[src/rtl/rk_key_sequencer.sv]
// Radio-86RK/Apogee keyboard matrix owner: arbitrates live PS/2 key events against a
// ROM-driven auto-type script, buffering live events in a small FIFO while a script runs.
module rk_key_sequencer #(
   parameter int unsigned STEP_DIV  = 3500000,
   parameter int unsigned SCRIPT_AW = 6
) (
   input  logic                 clk,
   input  logic                 reset,
   input  logic                 kbd_valid,
   input  logic                 kbd_press,
   input  logic [3:0]           kbd_row,
   input  logic [2:0]           kbd_col,
   input  logic                 start,
   input  logic [SCRIPT_AW-1:0] start_addr,
   output logic [SCRIPT_AW-1:0] rom_addr,
   input  logic [7:0]           rom_data,
   input  logic [7:0]           addr,
   output logic [7:0]           odata,
   output logic [2:0]           shift,
   output logic                 busy,
   output logic                 ovf
);

   localparam int unsigned CNT_W  = (STEP_DIV > 1) ? $clog2(STEP_DIV) : 1;
   localparam int unsigned ROWS   = 11;
   localparam int unsigned FIFO_D = 4;

   typedef struct packed {
      logic       press;
      logic [3:0] row;
      logic [2:0] col;
   } key_ev_t;

   typedef enum logic [1:0] {S_IDLE, S_FETCH, S_EXEC, S_WAIT} state_t;

   state_t                       state_q, state_d;
   logic [SCRIPT_AW-1:0]         pc_q, pc_d;
   logic [CNT_W-1:0]             cnt_q, cnt_d;
   logic                         busy_q, busy_d;
   logic                         ovf_q, ovf_d;
   logic [ROWS-1:0][7:0]         mat_q, mat_d;
   key_ev_t [FIFO_D-1:0]         fifo_q;
   logic [1:0]                   rd_q, rd_d;
   logic [2:0]                   fcnt_q, fcnt_d;

   key_ev_t    live_ev;
   key_ev_t    app_ev;
   logic       app_en;
   logic       push_req;
   logic       push_ok;
   logic       pop;
   logic       fifo_full;
   logic       fifo_empty;
   logic [1:0] wr_idx;

   assign live_ev    = {kbd_press, kbd_row, kbd_col};
   assign fifo_full  = (fcnt_q == 3'd4);
   assign fifo_empty = (fcnt_q == 3'd0);
   assign wr_idx     = rd_q + fcnt_q[1:0];

   // Sequencer, live-path arbitration and matrix update
   always_comb begin
      state_d  = state_q;
      pc_d     = pc_q;
      cnt_d    = cnt_q;
      busy_d   = busy_q;
      ovf_d    = ovf_q;
      mat_d    = mat_q;
      push_req = 1'b0;
      pop      = 1'b0;
      app_en   = 1'b0;
      app_ev   = live_ev;

      unique case (state_q)
         S_IDLE: begin
            if (start) begin
               pc_d     = start_addr;
               mat_d    = '0;
               busy_d   = 1'b1;
               state_d  = S_FETCH;
               push_req = kbd_valid;
            end else if (!fifo_empty) begin
               pop      = 1'b1;
               app_en   = 1'b1;
               app_ev   = fifo_q[rd_q];
               push_req = kbd_valid;
            end else if (kbd_valid) begin
               app_en   = 1'b1;
            end
         end
         S_FETCH: begin
            push_req = kbd_valid;
            state_d  = S_EXEC;
         end
         S_EXEC: begin
            push_req = kbd_valid;
            if (rom_data == 8'hFF) begin
               busy_d  = 1'b0;
               state_d = S_IDLE;
            end else begin
               if (rom_data != 8'h00) begin
                  app_en = 1'b1;
                  app_ev = {rom_data[7], rom_data[3:0], rom_data[6:4]};
               end
               pc_d    = pc_q + SCRIPT_AW'(1);
               cnt_d   = CNT_W'(STEP_DIV - 1);
               state_d = S_WAIT;
            end
         end
         S_WAIT: begin
            push_req = kbd_valid;
            if (cnt_q == '0) begin
               state_d = S_FETCH;
            end else begin
               cnt_d = cnt_q - CNT_W'(1);
            end
         end
         default: state_d = S_IDLE;
      endcase

      // Rows 11-15 do not exist; such events are silently discarded
      if (app_en && (app_ev.row <= 4'd10)) begin
         mat_d[app_ev.row][app_ev.col] = app_ev.press;
      end

      push_ok = push_req && !fifo_full;
      if (push_req && fifo_full) begin
         ovf_d = 1'b1;
      end
      rd_d   = rd_q + 2'(pop);
      fcnt_d = fcnt_q + 3'(push_ok) - 3'(pop);
   end

   always_ff @(posedge clk or posedge reset) begin
      if (reset) begin
         state_q <= S_IDLE;
         pc_q    <= '0;
         cnt_q   <= '0;
         busy_q  <= 1'b0;
         ovf_q   <= 1'b0;
         mat_q   <= '0;
         fifo_q  <= '0;
         rd_q    <= '0;
         fcnt_q  <= '0;
      end else begin
         state_q <= state_d;
         pc_q    <= pc_d;
         cnt_q   <= cnt_d;
         busy_q  <= busy_d;
         ovf_q   <= ovf_d;
         mat_q   <= mat_d;
         rd_q    <= rd_d;
         fcnt_q  <= fcnt_d;
         if (push_ok) begin
            fifo_q[wr_idx] <= live_ev;
         end
      end
   end

   // CPU-side row scan
   always_comb begin
      odata = '0;
      for (int i = 0; i < 8; i++) begin
         if (addr[i]) begin
            odata = odata | mat_q[i];
         end
      end
   end

   assign shift    = mat_q[8][2:0];
   assign busy     = busy_q;
   assign ovf      = ovf_q;
   assign rom_addr = pc_q;

endmodule

[config.mk]
export PLATFORM = sky130hd
export DESIGN_NAME = rk_key_sequencer
export DESIGN_NICKNAME = d
export VERILOG_FILES = /design/src/rtl/rk_key_sequencer.sv
export SDC_FILE = /design/constraint.sdc
export NUM_CORES = 1
export LEC_CHECK = 0
export BUFFER_PORTS_ARGS = -buffer_cell sky130_fd_sc_hd__buf_4
export CELL_PAD_IN_SITES_DETAIL_PLACEMENT = 1
export CELL_PAD_IN_SITES_GLOBAL_PLACEMENT = 1
export CORE_MARGIN = 2
export CORE_UTILIZATION = 52
export DETAILED_ROUTE_END_ITERATION = 12
export GPL_ROUTABILITY_DRIVEN = 0
export PLACE_DENSITY_LB_ADDON = 0.1
export SYNTH_ARGS = -nofsm -noshare
export SYNTH_HDL_FRONTEND = slang
export SYNTH_SLANG_ARGS = --single-unit
[constraint.sdc]
create_clock -name clk -period 9.93 [get_ports clk]
set_input_delay 2.4825 -clock clk [delete_from_list [all_inputs] [get_ports clk]]
set_output_delay 2.4825 -clock clk [all_outputs]
set_load 0.01 [all_outputs]
Yosys cells after proc, flatten, opt, wreduce, memory -nomap -nowiden
Index checks and enable logic that the tools add are counted.
{ "word_totals": {"inputBits": 34, "register_bits": 157, "output_inout_bits": 19} }
{ "op_classes": {"eq_ne": 10, "mux": 51, "bitwise": 7, "addsub": 6, "n_lt_le_gt_ge": 8, "reduce_logical": 18} }
{ "op_table": {"columns": ["operator", "n"], "rows": [
  ["2-to-1 mux 88 bit", 3],
  ["2-to-1 mux 8 bit", 15],
  ["bitwise mux 88 bit", 1],
  ["bitwise OR 8 bit", 7],
  ["2-to-1 mux 22 bit", 2],
  ["one-hot mux 22 bit (2 select lines)", 1],
  ["bitwise mux 32 bit", 1],
  ["demux 8 bit (select 4 bit)", 1],
  ["logical NOT 22 bit", 1],
  ["subtractor 22 x 1 -> 22 bit, second input constant", 1],
  ["binary-select mux 8 bit (select 2 bit)", 1],
  ["demux 8 bit (select 2 bit)", 1],
  ["one-hot mux 8 bit (2 select lines)", 1],
  ["2-to-1 mux 1 bit", 13],
  ["2-to-1 mux 6 bit", 2],
  ["one-hot mux 6 bit (2 select lines)", 1],
  ["!= test 2 bit, second input constant", 5],
  ["AND reduction 3 bit", 3],
  ["equality test 8 bit, second input constant", 1],
  ["one-hot mux 2 bit (4 select lines)", 1],
  ["nonzero test 8 bit", 1],
  ["adder 6 x 1 -> 6 bit, second input constant", 1],
  ["logical AND 1 bit", 6],
  ["< comparator 2 x 3 -> 1 bit, second input constant", 2],
  ["other kinds (22)", 28]
]} }

Depth between registers and ports, before layout
{ "logic_depth": {"depth_word": 15, "ltp_mapped": 11, "mapped_depth_nobuf": 10} }

Least setup slack after synthesis
Ideal clock, no wire load.
{ "synth_timing": {"path_kind": "input-to-output", "startpoint": "input addr[2]", "endpoint": "output odata[1]", "setup_slack_ns": 4.466, "path_stages": 3, "arrival_time_ns": 2.982, "path_cell_list": "clkbuf_1 -> a22oi_1 -> nand4_1"} }
{ "synth_via": {"elab_chain_cells": 11} }
{ "synth_lines": {"columns": ["element", "line_no", "rtl"], "rows": [
  ["start, declared", "17", "input logic [7:0] addr,"],
  ["2-to-1 mux 8 bit (*)", "164", "if (addr[i]) begin"],
  ["bitwise OR 8 bit", "165", "odata = odata | mat_q[i];"],
  ["2-to-1 mux 8 bit (*)", "164", null],
  ["bitwise OR 8 bit", "165", null],
  ["2-to-1 mux 8 bit (*)", "164", null],
  ["bitwise OR 8 bit", "165", null],
  ["2-to-1 mux 8 bit (*)", "164", null],
  ["bitwise OR 8 bit", "165", null],
  ["2-to-1 mux 8 bit (*)", "164", null],
  ["bitwise OR 8 bit", "165", null],
  ["2-to-1 mux 8 bit (*)", "164", null],
  ["end, declared", "18", "output logic [7:0] odata,"]
]} }
Mark *: on every way between the ends. The rest lies on a longest branch, timed or not.

Worst setup path after layout
{ "layout_timing": {"startpoint": "input addr[3]", "endpoint": "output odata[7]"} }
{ "layout_via": {"elab_chain_cells": 9} }
{ "layout_lines": {"columns": ["element", "line_no"], "rows": [
  ["2-to-1 mux 8 bit (*)", "164"],
  ["bitwise OR 8 bit", "165"],
  ["2-to-1 mux 8 bit (*)", "164"],
  ["bitwise OR 8 bit", "165"],
  ["2-to-1 mux 8 bit (*)", "164"],
  ["bitwise OR 8 bit", "165"],
  ["2-to-1 mux 8 bit (*)", "164"],
  ["bitwise OR 8 bit", "165"],
  ["2-to-1 mux 8 bit (*)", "164"]
]} }
Marked as above.

==> flow_summary.toml <==
[drt]
ant_nets = 0
drc = 0
wl_per_cell_um = 23.8
routed_wl_um = 22100
viasPerCell = 6.71
route.vias.total = 6223
dr.pass1.iters = 5
first_iter_violations = 523

[sta]
finalSetupViolations = 0
slew_headroom_pct = 22.8
skew_ps = 9.87
slew_viol_final = 0
rsz0062_at_grt = "false"
final.period_utilization_pct = 57.4
setup_tns_ps = 0
hold_viol = 0
tightestPinTransition_ps = 1160
final.min_clock_period_ps = 5700
fmax_mhz = 175

[synth]
ys.flop_type = "dfrtp_1"
synth_edf_count = 0
syn-num-nets = 757
synth-seq-area-share_pct = 45.0
async_flop_share_pct = 100
ys_types = 73
ys_ff_latch = 136
synthCells = 711
syn_area_mm2 = 0.00756
synth.avg_cell_area_um2 = 10.6
yosys_warnings = 0

[setup_path]
critPathLaunchType = "input pin"
crit_type = "input pin to primary output"
end_kind = "primary output"
cp_max_fo = 8
cp.arrival_ps = 3220
required_ps = 7450

[layout]
final_cell_mix = "dfrtp_1, nand2_1, buf_4"
final_cells = 928
nets = 779
diodes = 0
fillerInstances = 1541
utilization_pct = 59.3
seqCellArea_mm2 = 0.00340
multi_input_area_mm2 = 0.00385
stdcell_area_mm2 = 0.00852
drive_gt1_share_pct = 21.0
syn_to_final_growth_pct = 12.7
final_common_cell = "dfrtp_1"

[clock_tree]
clk_latency_ps = 420
cts_buffer_depth = 2
ctsHtreeMaxLevel = 4
cts_tree = "yes"
postCtsHoldBufs = 0
cts_buffers = 17
post_cts_buffers = 0
cts_resized = 0
cts.clk_slew.worst_paths_ps = 60
cts_sinks = 136
ctsRootBufferMaster = "clkbuf_16"

[place]
dp.cells = 898
dpl.hpwl_um = 15300
io_buffers = 52
place_area_mm2 = 0.00796

[power_and_ir_drop]
leakagePower_nw = 3.65
ir_drop_mv = 0.199
power.internal_mw = 1.42
clkPwrFrac_pct = 25.1
powerDensity_mw_per_mm2 = 279
pwr-share-seq_pct = 33.6
p_switching_mw = 0.952
pwr-share-comb_pct = 41.3
power.total_mw = 2.37
p_sw_share_pct = 40.1

[grt]
overflow = 0
grt_pass1_wl_um = 36400
antenna_found_initial = 0
grt_usage_pct = 29.5
grt_max_degree = 73
first_global_vias = 6599

[hold_path]
hold_class = "register to register"

[status]
outcome = "finished, final reports clean"

[floorplanning]
dieArea_mm2 = 0.0155
die_x_um = 125
boundaryPins = 53
start_util_pct = 52.6
num_rows = 44
core_area_mm2 = 0.0144
die_height_um = 125

[flow_run]
cap_viol_max_count = 0
## final timing paths
check | end | cells past startpoint | startpoint | slack, ps
min in group asynchronous | cnt_q[17]$_DFFE_PP0P_ | 2 | reset | 2150
setup / recovery | odata[7] | 4 | addr[3] | 4230
hold / removal | ovf$_DFFE_PP0P_ | 1 | ovf$_DFFE_PP0P_ | 470
max in group asynchronous | mat_q[50]$_DFF_PP0_ | 3 | reset | 6360
hold reg to reg | ovf$_DFFE_PP0P_ | 1 | ovf$_DFFE_PP0P_ | 470
setup reg to reg | mat_q[54]$_DFF_PP0_ | 8 | state_q[0]$_DFFE_PP0P_ | 6090
## power groups by stage
stage / Clock [mW] / Sequential [mW] / Combinational, mW
floorplan: 0 / 0.755 / 0.736
global placement: 0 / 0.788 / 0.915
detailed placement: 0 / 0.803 / 0.961
CTS: 0.607 / 0.797 / 0.974
global route: 0.629 / 0.814 / 1.06
finish: 0.595 / 0.797 / 0.981
## metrics by stage
step | worst slack, ps | hold slack (ps)
finish | 4230 | 474
global route | 4160 | 492
CTS | 4250 | 475
detailed placement | 4250 | 462
global placement | 4260 | 455
floorplan | 3810 | 474
## critical path, cell delays in order
cell	delay, ps
buf_4	150
a22oi_1	200
nand4_1	190
buf_4	190
## flip-flops by register name (all words and copies together), names as in the netlist
name	count
fcnt_q	3
state_q	2
ovf	1
busy	1
rd_q	2
shift	3
cnt_q	22
rom_addr	6
mat_q	64
fifo_q	32
## synth_stat cells, types with 3 or more instances
| master | number | area share, % |
|---|---|---|
| mux2i_1 | 39 | 5.2 |
| inv_1 | 12 | 0.60 |
| ha_1 | 11 | 1.8 |
| or4_1 | 3 | 0.30 |
| buf_2 | 14 | 0.93 |
| dfrtp_1 | 136 | 45 |
| o211ai_1 | 3 | 0.30 |
| o41ai_1 | 29 | 3.4 |
| xnor2_1 | 6 | 0.70 |
| and2_1 | 5 | 0.41 |
| mux2_2 | 34 | 5.1 |
| a22o_1 | 4 | 0.46 |
| nand2_1 | 73 | 3.6 |
| nor2_1 | 24 | 1.2 |
| xor2_1 | 14 | 1.6 |
| o22ai_1 | 4 | 0.33 |
| nand4_1 | 12 | 0.99 |
| o311ai_1 | 26 | 3.0 |
| buf_6 | 3 | 0.45 |
| mux4_2 | 8 | 2.4 |
| buf_4 | 4 | 0.40 |
| a22oi_1 | 33 | 3.3 |
| clkbuf_1 | 32 | 1.6 |
| nand2b_1 | 8 | 0.66 |
| nor3_1 | 9 | 0.60 |
| and3_1 | 7 | 0.58 |
| or3_1 | 4 | 0.33 |
| o311ai_0 | 3 | 0.35 |
| a21oi_1 | 20 | 1.3 |
| a221o_1 | 4 | 0.53 |
| o31ai_1 | 3 | 0.30 |
| o21ai_0 | 17 | 1.1 |
| nand3_1 | 52 | 3.4 |
## logic make-up after synthesis
logic type	share of synthesized area (%)
DFF	45.0
and+or+nand+nor	15.8
adders and majority gates	2.09
AOI/OAI and AO/OA	18.1
muxes	12.6
buffers and inverters	4.01
xor gates and xnor gates	2.32
## cell type report
type / count / area share (%)
clock inverters: 9 / 1.20
repair buffers: 56 / 4.94
clock buffers: 21 / 5.29
inverters: 13 / 0.632
flip-flops and latches: 136 / 40.0
well taps: 184 / 2.70
multi-input cells: 509 / 45.3
## layer usage
layer  GRT usage [%]  vias to the layer above  wire [um]
met5               0                        -          0
met2            48.8                      173      11000
met1            39.3                     3242       9520
met4            9.52                        0        564
li1                -                     2758          -
met3            5.54                       50       1030
Power figures use the tool's default switching activity.
